[src/rtl/shift_add_multiplier.sv]
// rtl/shift_add_multiplier.sv - multi-cycle shift-and-add integer multiplier
//
// Computes a WIDTH x WIDTH multiply, signed or unsigned, one partial product per clock.
// Signed operands are converted to their magnitudes when the operation is accepted.
// The sign is applied to the 2*WIDTH-bit result when it is written to product.
//
// Ports:
//   clk        system clock, rising edge
//   reset      synchronous, active-high reset
//   start      request a multiply; accepted in IDLE or DONE
//   signed_op  1 = two's-complement operands, 0 = unsigned; sampled with start
//   a, b       multiplicand / multiplier; sampled with start
//   busy       high while iterating (RUN)
//   done       one-cycle pulse when product is valid
//   product    2*WIDTH-bit result; holds until the next done or reset

module shift_add_multiplier #(
  parameter int WIDTH = 32,
  parameter int CNT_W = 6
) (
  input  logic                 clk,
  input  logic                 reset,
  input  logic                 start,
  input  logic                 signed_op,
  input  logic [WIDTH-1:0]     a,
  input  logic [WIDTH-1:0]     b,
  output logic                 busy,
  output logic                 done,
  output logic [2*WIDTH-1:0]   product
);

  typedef enum logic [1:0] {IDLE, RUN, DONE} state_t;

  state_t             state;
  state_t             state_next;

  logic [WIDTH-1:0]   mcand;
  logic [WIDTH-1:0]   mplier;
  logic [WIDTH-1:0]   acc;
  logic [CNT_W-1:0]   cnt;
  logic               neg;

  logic [WIDTH:0]     sum;
  logic [WIDTH-1:0]   acc_shift;
  logic [WIDTH-1:0]   mplier_shift;
  logic [2*WIDTH-1:0] prod_raw;
  logic               last;
  logic               accept;

  // One iteration step.
  // The add is WIDTH+1 bits wide, so its carry becomes the MSB after the right shift.
  // The low bit shifted out of the accumulator fills the vacated top of the multiplier.
  always_comb begin
    sum          = {1'b0, acc} + (mplier[0] ? {1'b0, mcand} : {(WIDTH+1){1'b0}});
    acc_shift    = sum[WIDTH:1];
    mplier_shift = {sum[0], mplier[WIDTH-1:1]};
    prod_raw     = {acc_shift, mplier_shift};
  end

  assign last   = (cnt == CNT_W'(WIDTH-1));
  assign accept = start && (state != RUN);

  always_ff @(posedge clk) begin
    if (reset) begin
      state <= IDLE;
    end else begin
      state <= state_next;
    end
  end

  always_comb begin
    state_next = state;
    case (state)
      IDLE:    state_next = accept ? RUN : IDLE;
      RUN:     state_next = last ? DONE : RUN;
      DONE:    state_next = accept ? RUN : IDLE;
      default: state_next = IDLE;
    endcase
  end

  always_comb begin
    busy = 1'b0;
    done = 1'b0;
    case (state)
      RUN:     busy = 1'b1;
      DONE:    done = 1'b1;
      default: ;
    endcase
  end

  always_ff @(posedge clk) begin
    if (reset) begin
      mcand   <= '0;
      mplier  <= '0;
      acc     <= '0;
      cnt     <= '0;
      neg     <= 1'b0;
      product <= '0;
    end else if (accept) begin
      // The magnitude of the most negative value equals the value itself when read as unsigned.
      mcand  <= (signed_op && a[WIDTH-1]) ? -a : a;
      mplier <= (signed_op && b[WIDTH-1]) ? -b : b;
      neg    <= signed_op && (a[WIDTH-1] ^ b[WIDTH-1]);
      acc    <= '0;
      cnt    <= '0;
    end else if (state == RUN) begin
      acc    <= acc_shift;
      mplier <= mplier_shift;
      cnt    <= cnt + CNT_W'(1);
      // The final iteration and the result write-back share the DONE entry edge.
      if (last) begin
        product <= neg ? (~prod_raw) + {{(2*WIDTH-1){1'b0}}, 1'b1} : prod_raw;
      end
    end
  end

endmodule

[config.mk]
export PLATFORM = sky130hd
export DESIGN_NAME = shift_add_multiplier
export DESIGN_NICKNAME = d
export VERILOG_FILES = /design/src/rtl/shift_add_multiplier.sv
export SDC_FILE = /design/constraint.sdc
export NUM_CORES = 1
export LEC_CHECK = 0
export CORE_ASPECT_RATIO = 0.8
export CORE_MARGIN = 5
export CORE_UTILIZATION = 57
export DETAILED_ROUTE_END_ITERATION = 16
export GPL_ROUTABILITY_DRIVEN = 0
export GPL_TIMING_DRIVEN = 1
export HOLD_SLACK_MARGIN = 0.15
export PLACE_DENSITY = 0.86
export REMOVE_ABC_BUFFERS = 1
export SYNTH_ARGS = -nofsm -noshare
export SYNTH_HDL_FRONTEND = slang
export SYNTH_SLANG_ARGS = --single-unit
[constraint.sdc]
create_clock -name clk -period 4.9 [get_ports clk]
set_clock_uncertainty 0.1 [all_clocks]
set_input_delay 1.47 -clock clk [delete_from_list [all_inputs] [get_ports clk]]
set_output_delay 1.47 -clock clk [all_outputs]
set_load 0.01 [all_outputs]
-- After elaboration in Yosys (flattened, before gate mapping)
Cells that the tools add are included.
- register bits after elaboration: 169
- input bits: 68
- output and inout bits: 66
- logic and storage cells: 39
- add/sub/neg operators: 5
- equal/unequal tests: 4
- multiplexer cells: 11
- bitwise operators: 3
- reductions and logical operators: 9
- operator list (cell ; count):
    32-bit 2-to-1 mux ; 5
    64-bit by 1-bit adder with 64-bit output, second input constant ; 1
    64-bit 2-to-1 mux ; 1
    32-bit negation ; 2
    64-bit NOT ; 1
    32-bit by 32-bit adder with 33-bit output ; 1
    6-bit by 1-bit adder with 6-bit output, second input constant ; 1
    6-bit by 5-bit equality test with 1-bit output, second input constant ; 1
    1-bit logical AND ; 4
    2-bit case mux with 2 select lines ; 1
    2-bit OR reduction ; 2
    1-bit 2-to-1 mux ; 3
    3-bit AND reduction ; 1
    2-bit by 1-bit equality test with 1-bit output, second input constant ; 1
    2-bit equality test, second input constant ; 1
    2-bit logical NOT ; 1
    2-bit 2-to-1 mux ; 1
    2-bit by 1-bit inequality test with 1-bit output, second input constant ; 1
    2-bit nonzero test ; 1
    1-bit NOT ; 1
    1-bit bitwise XOR ; 1

-- Depth between registers and ports, before layout
- depth after elaboration: 5
- depth in mapped cells: 16
- depth with buffers taken out: 14

-- Worst setup path after synthesis
OpenSTA, ideal clock, no wires.
- path kind: input -> register
- from: in a[10]
- to: reg mcand[28]
- setup time: 0.086 ns
- arrival: 4.042 ns
- required time: 4.714 ns
- slack: 0.672 ns
- cell stages on the path: 9
- path buffers: 0
- cells stage by stage: or4_1 > or3_1 > or2_2 > nor3b_1 > nand2_1 > or4_1 > o31ai_1 > xor2_1 > a211oi_1
- longest elaborated chain between the ends: 2
- RTL lines (what ; line ; text):
    start: declaration ; 25 ; input logic [WIDTH-1:0] a,
    32-bit negation ; 101 ; mcand <= (signed_op && a[WIDTH-1]) ? -a : a;
    32-bit 2-to-1 mux ; 101 ;
    end signal: assignment ; 101 ;
    end: declaration ; 37 ; logic [WIDTH-1:0] mcand;
No other way between the ends.
A chain may end at the register's enable or synchronous reset.

-- Final worst setup path
- from: in a[4]
- to: reg mcand[28]
Same word-level chain as after synthesis.

==> impl_metrics.csv <==
group,metric,value,unit
drt,number_of_remaining_drc_errors,0,
placement,post-dp-hpwl,24300,microns
power,vdd_ir_drop_max,0.195,mV
global_route,globalRouteTotalUtil,28.9,%
timing,fin_crit,4.47,ns
global_route,grt_pass1_wl,53700,microns
floorplanning,die_w,167,microns
layout,highest_count_cells_in_the_layout_ignoring_fill_and_taps,"210 x sky130_fd_sc_hd__nor2_1, 168 x sky130_fd_sc_hd__dfxtp_1, 149 x sky130_fd_sc_hd__nand2_1",
floorplanning,floorplan.initialDensity,57.3,%
critical_path,rr_endpoint,"product[58]$_SDFFE_PP0P_",
layout,final_net_count,1670,
critical_path,critical_path_required,5.15,ns
timing,post-route-period-util,91.2,%
yosys,yosys.area_share.xor_xnor,9.82,%
yosys,synth_top_flop_cell,"sky130_fd_sc_hd__dfxtp_1",
yosys,mux_share_of_post_synthesis_cell_area,0.634,%
yosys,synth_cell_type_count,83,
timing,max_freq,224,MHz
drt,routed_wire_length_per_instance,18.2,microns
floorplanning,core.rowCount,46,
critical_path,reg2reg_slack,0.44,ns
yosys,share_of_async_settable_or_async_resettable_flops_after_synthesis,0,%
power,leakage_power_of_the_design,4.86,nW
timing,worst-slew-pin-transition,1.17,ns
power,p_per_area,261,nW/um^2
cts,cts_inserted_buffers,17,
critical_path,worst_setup_path_end_kind,"flop",
hold_path,hold_path_class,"flop to flop",
yosys,mappedNetlistArea,11200,sq um
drt,avgViaCountPerCell,6.26,
drt,detail_route.wirelength,33600,microns
cts,path_clk_slew,0.07,ns
critical_path,cp-endpoint,"mcand[28]$_SDFFE_PP0P_",
cts,postCtsHoldBufs,0,
layout,area_growth_syn_to_layout,18.3,%
global_route,pin_count_of_the_biggest_net_entering_global_routing,99,
cts,cts_resized,0,
critical_path,worstSetupStartpoint,"a[4]",
flow_run,drv.max_cap_violation_count,0,
critical_path,reg2reg_depth,12,
cts,clock_root_buffer,"sky130_fd_sc_hd__clkbuf_16",
timing,finalSetupViolations,0,
yosys,synth-compound-area-share,26.8,%
critical_path,cp_max_fo,3,
layout,final_core_utilization,67.7,%
yosys,yosys.area_share.adder,4.18,%
yosys,synth_top_family_by_area,"compound AO/OA/AOI/OAI gates",
outcome,run_status,"completed",
yosys,postSynthCellCount,1485,
drt,drtIter0Drc,1480,
cts,ctsHtreeMaxLevel,4,
drt,num_vias,11500,
yosys,synth_seq_cells,169,
timing,grt_setup_unrepaired,"false",
critical_path,r2r_start,"mplier[0]$_SDFFE_PP0P_",
layout,drive_gt1_share,5.96,%
layout,layout.cells.most_common,"sky130_fd_sc_hd__nor2_1",
timing,final-max-slew-violation-count,0,
yosys,yosys.area_share.simple,23.8,%
floorplanning,num_io_pins,134,
yosys,yosys_warnings,0,
critical_path,worstPathArrival,4.72,ns
yosys,synth_seq_area_share,30.1,%
drt,drtAntennaViolNets,0,
critical_path,timing_worst_setup_path_type,"input pin to flop",
global_route,grt_antenna_before_repair,1,
cts,insertion_delay,0.45,ns
placement,port_buffers,133,
yosys,synth-edff-count,0,
floorplanning,core-area,19600,sq um
cts,post_cts.repair.setup_buffers,0,
timing,number_of_hold_violations_in_the_final_report,0,
timing,holdWs,0.350,ns
floorplanning,fp.dieArea,22600,sq um
cts,clock_tree.buffer_depth,2,
global_route,number_of_global_route_vias_before_repair,10500,
power,total_power,3.48,mW
yosys,syn_area_per_cell,7.57,sq um
floorplanning,die_height,136,microns
global_route,globalRouteOverflowTotal,0,
cts,tritoncts,"done",
critical_path,worstSetupStartpointType,"input pin",
cts,clkSinkCount,169,
drt,detail_route.first_pass.iterations,6,
layout,n_fill_cell,1584,
timing,relSlewSlack,22.3,%
[sequential cells by signal, indices dropped and copies added, names as in the netlist]
name	count
neg	1
state	2
mcand	32
product	64
mplier	32
cnt	6
acc	32
[critical path: stages]
cell,delay (ns)
sky130_fd_sc_hd__clkdlybuf4s50_1,0.43
sky130_fd_sc_hd__nor4_1,0.29
sky130_fd_sc_hd__buf_4,0.18
sky130_fd_sc_hd__nor3b_1,0.30
sky130_fd_sc_hd__nand2_1,0.18
sky130_fd_sc_hd__or2_2,0.35
sky130_fd_sc_hd__nor3b_1,0.20
sky130_fd_sc_hd__buf_4,0.16
sky130_fd_sc_hd__nand2_1,0.07
sky130_fd_sc_hd__or4_1,0.47
sky130_fd_sc_hd__o31ai_1,0.27
sky130_fd_sc_hd__xor2_1,0.10
sky130_fd_sc_hd__a211oi_1,0.25
[per-stage QoR]
stage	instances	TNS, ns	cell area, sq um	worst slack, ns
3_3_place_gp	1810	0	12700	0.166
6_report	1843	0	13300	0.430
4_1_cts	1842	0	13300	0.394
3_5_place_dp	1810	0	12700	0.0600
2_1_floorplan	1382	-1.51	10800	-0.382
5_1_grt	1843	0	13300	0.220
[kinds of logic (layout without fill, tap and decap cells)]
logic type / after synthesis / count (layout)
and+or+nand+nor: 566 / 566
other: 0 / 1
buffers and inverters: 129 / 222
AOI/OAI and AO/OA: 451 / 451
DFF: 169 / 169
adders and majority gates: 37 / 37
muxes: 7 / 7
xor gates and xnor gates: 126 / 126
[layout make-up]
type,instances,area (sq um),area share (%)
antenna,1,2.50,0.0188
clock buffer,18,439,3.30
clock inverter,14,143,1.07
inverter,26,97.6,0.734
multi-input combinational,1187,7340,55.2
sequential,169,3380,25.5
tap,264,330,2.48
timing repair buffer,164,1560,11.7
[Yosys cell counts (4+ instances only)]
| master | instances | share of area (%) |
|---|---|---|
| sky130_fd_sc_hd__nor3_1 | 26 | 1.2 |
| sky130_fd_sc_hd__a211o_1 | 4 | 0.31 |
| sky130_fd_sc_hd__a311oi_1 | 11 | 0.86 |
| sky130_fd_sc_hd__nor3b_1 | 4 | 0.27 |
| sky130_fd_sc_hd__and2_1 | 43 | 2.4 |
| sky130_fd_sc_hd__nor2_1 | 210 | 7.0 |
| sky130_fd_sc_hd__o21ai_0 | 68 | 3.0 |
| sky130_fd_sc_hd__buf_1 | 15 | 0.50 |
| sky130_fd_sc_hd__or2_2 | 6 | 0.33 |
| sky130_fd_sc_hd__clkbuf_1 | 81 | 2.7 |
| sky130_fd_sc_hd__o31ai_1 | 24 | 1.6 |
| sky130_fd_sc_hd__nand2_1 | 149 | 5.0 |
| sky130_fd_sc_hd__a21oi_1 | 133 | 5.9 |
| sky130_fd_sc_hd__a21boi_0 | 5 | 0.33 |
| sky130_fd_sc_hd__o21a_1 | 10 | 0.67 |
| sky130_fd_sc_hd__and4_1 | 5 | 0.39 |
| sky130_fd_sc_hd__a31oi_1 | 11 | 0.61 |
| sky130_fd_sc_hd__nand4_1 | 14 | 0.78 |
| sky130_fd_sc_hd__and3_1 | 7 | 0.39 |
| sky130_fd_sc_hd__nand3_1 | 19 | 0.85 |
| sky130_fd_sc_hd__a211oi_1 | 101 | 6.7 |
| sky130_fd_sc_hd__xnor2_1 | 56 | 4.4 |
| sky130_fd_sc_hd__inv_1 | 25 | 0.83 |
| sky130_fd_sc_hd__mux2i_1 | 6 | 0.53 |
| sky130_fd_sc_hd__nand2b_1 | 12 | 0.67 |
| sky130_fd_sc_hd__o41ai_1 | 15 | 1.2 |
| sky130_fd_sc_hd__dfxtp_1 | 169 | 30 |
| sky130_fd_sc_hd__o2111ai_1 | 4 | 0.31 |
| sky130_fd_sc_hd__a21o_1 | 14 | 0.93 |
| sky130_fd_sc_hd__nand3b_1 | 4 | 0.27 |
| sky130_fd_sc_hd__xor2_1 | 70 | 5.5 |
| sky130_fd_sc_hd__or3_1 | 18 | 1.0 |
| sky130_fd_sc_hd__o211ai_1 | 12 | 0.80 |
| sky130_fd_sc_hd__nor4_1 | 15 | 0.83 |
| sky130_fd_sc_hd__or4_1 | 15 | 1.0 |
| sky130_fd_sc_hd__nor2b_1 | 4 | 0.22 |
| sky130_fd_sc_hd__ha_1 | 36 | 4.0 |
[how the worst min path moves through the flow]
stage | startpoint | endpoint | slack [ns] | depth (start not counted)
floorplan | mcand[0]$_SDFFE_PP0P_ | mcand[0]$_SDFFE_PP0P_ | 0.33 | 2
finish | product[50]$_SDFFE_PP0P_ | product[50]$_SDFFE_PP0P_ | 0.35 | 2
global route | product[50]$_SDFFE_PP0P_ | product[50]$_SDFFE_PP0P_ | 0.37 | 2
global placement | product[40]$_SDFFE_PP0P_ | product[40]$_SDFFE_PP0P_ | 0.34 | 2
CTS | product[50]$_SDFFE_PP0P_ | product[50]$_SDFFE_PP0P_ | 0.35 | 2
detailed placement | product[50]$_SDFFE_PP0P_ | product[50]$_SDFFE_PP0P_ | 0.34 | 2
[report_power, final]
part	switching [mW]	internal (mW)
sequential	0.0548	1.43
combinational	0.389	0.258
clock	0.653	0.695
total	1.10	2.38
[layer usage]
layer  share of wire, %  GRT usage (%)
met4                2.5           9.90
met2                 45           45.4
met5                  0              0
met1                 43           39.8
met3                 10           5.78
Note: power is estimated with default switching activity, not from simulation.
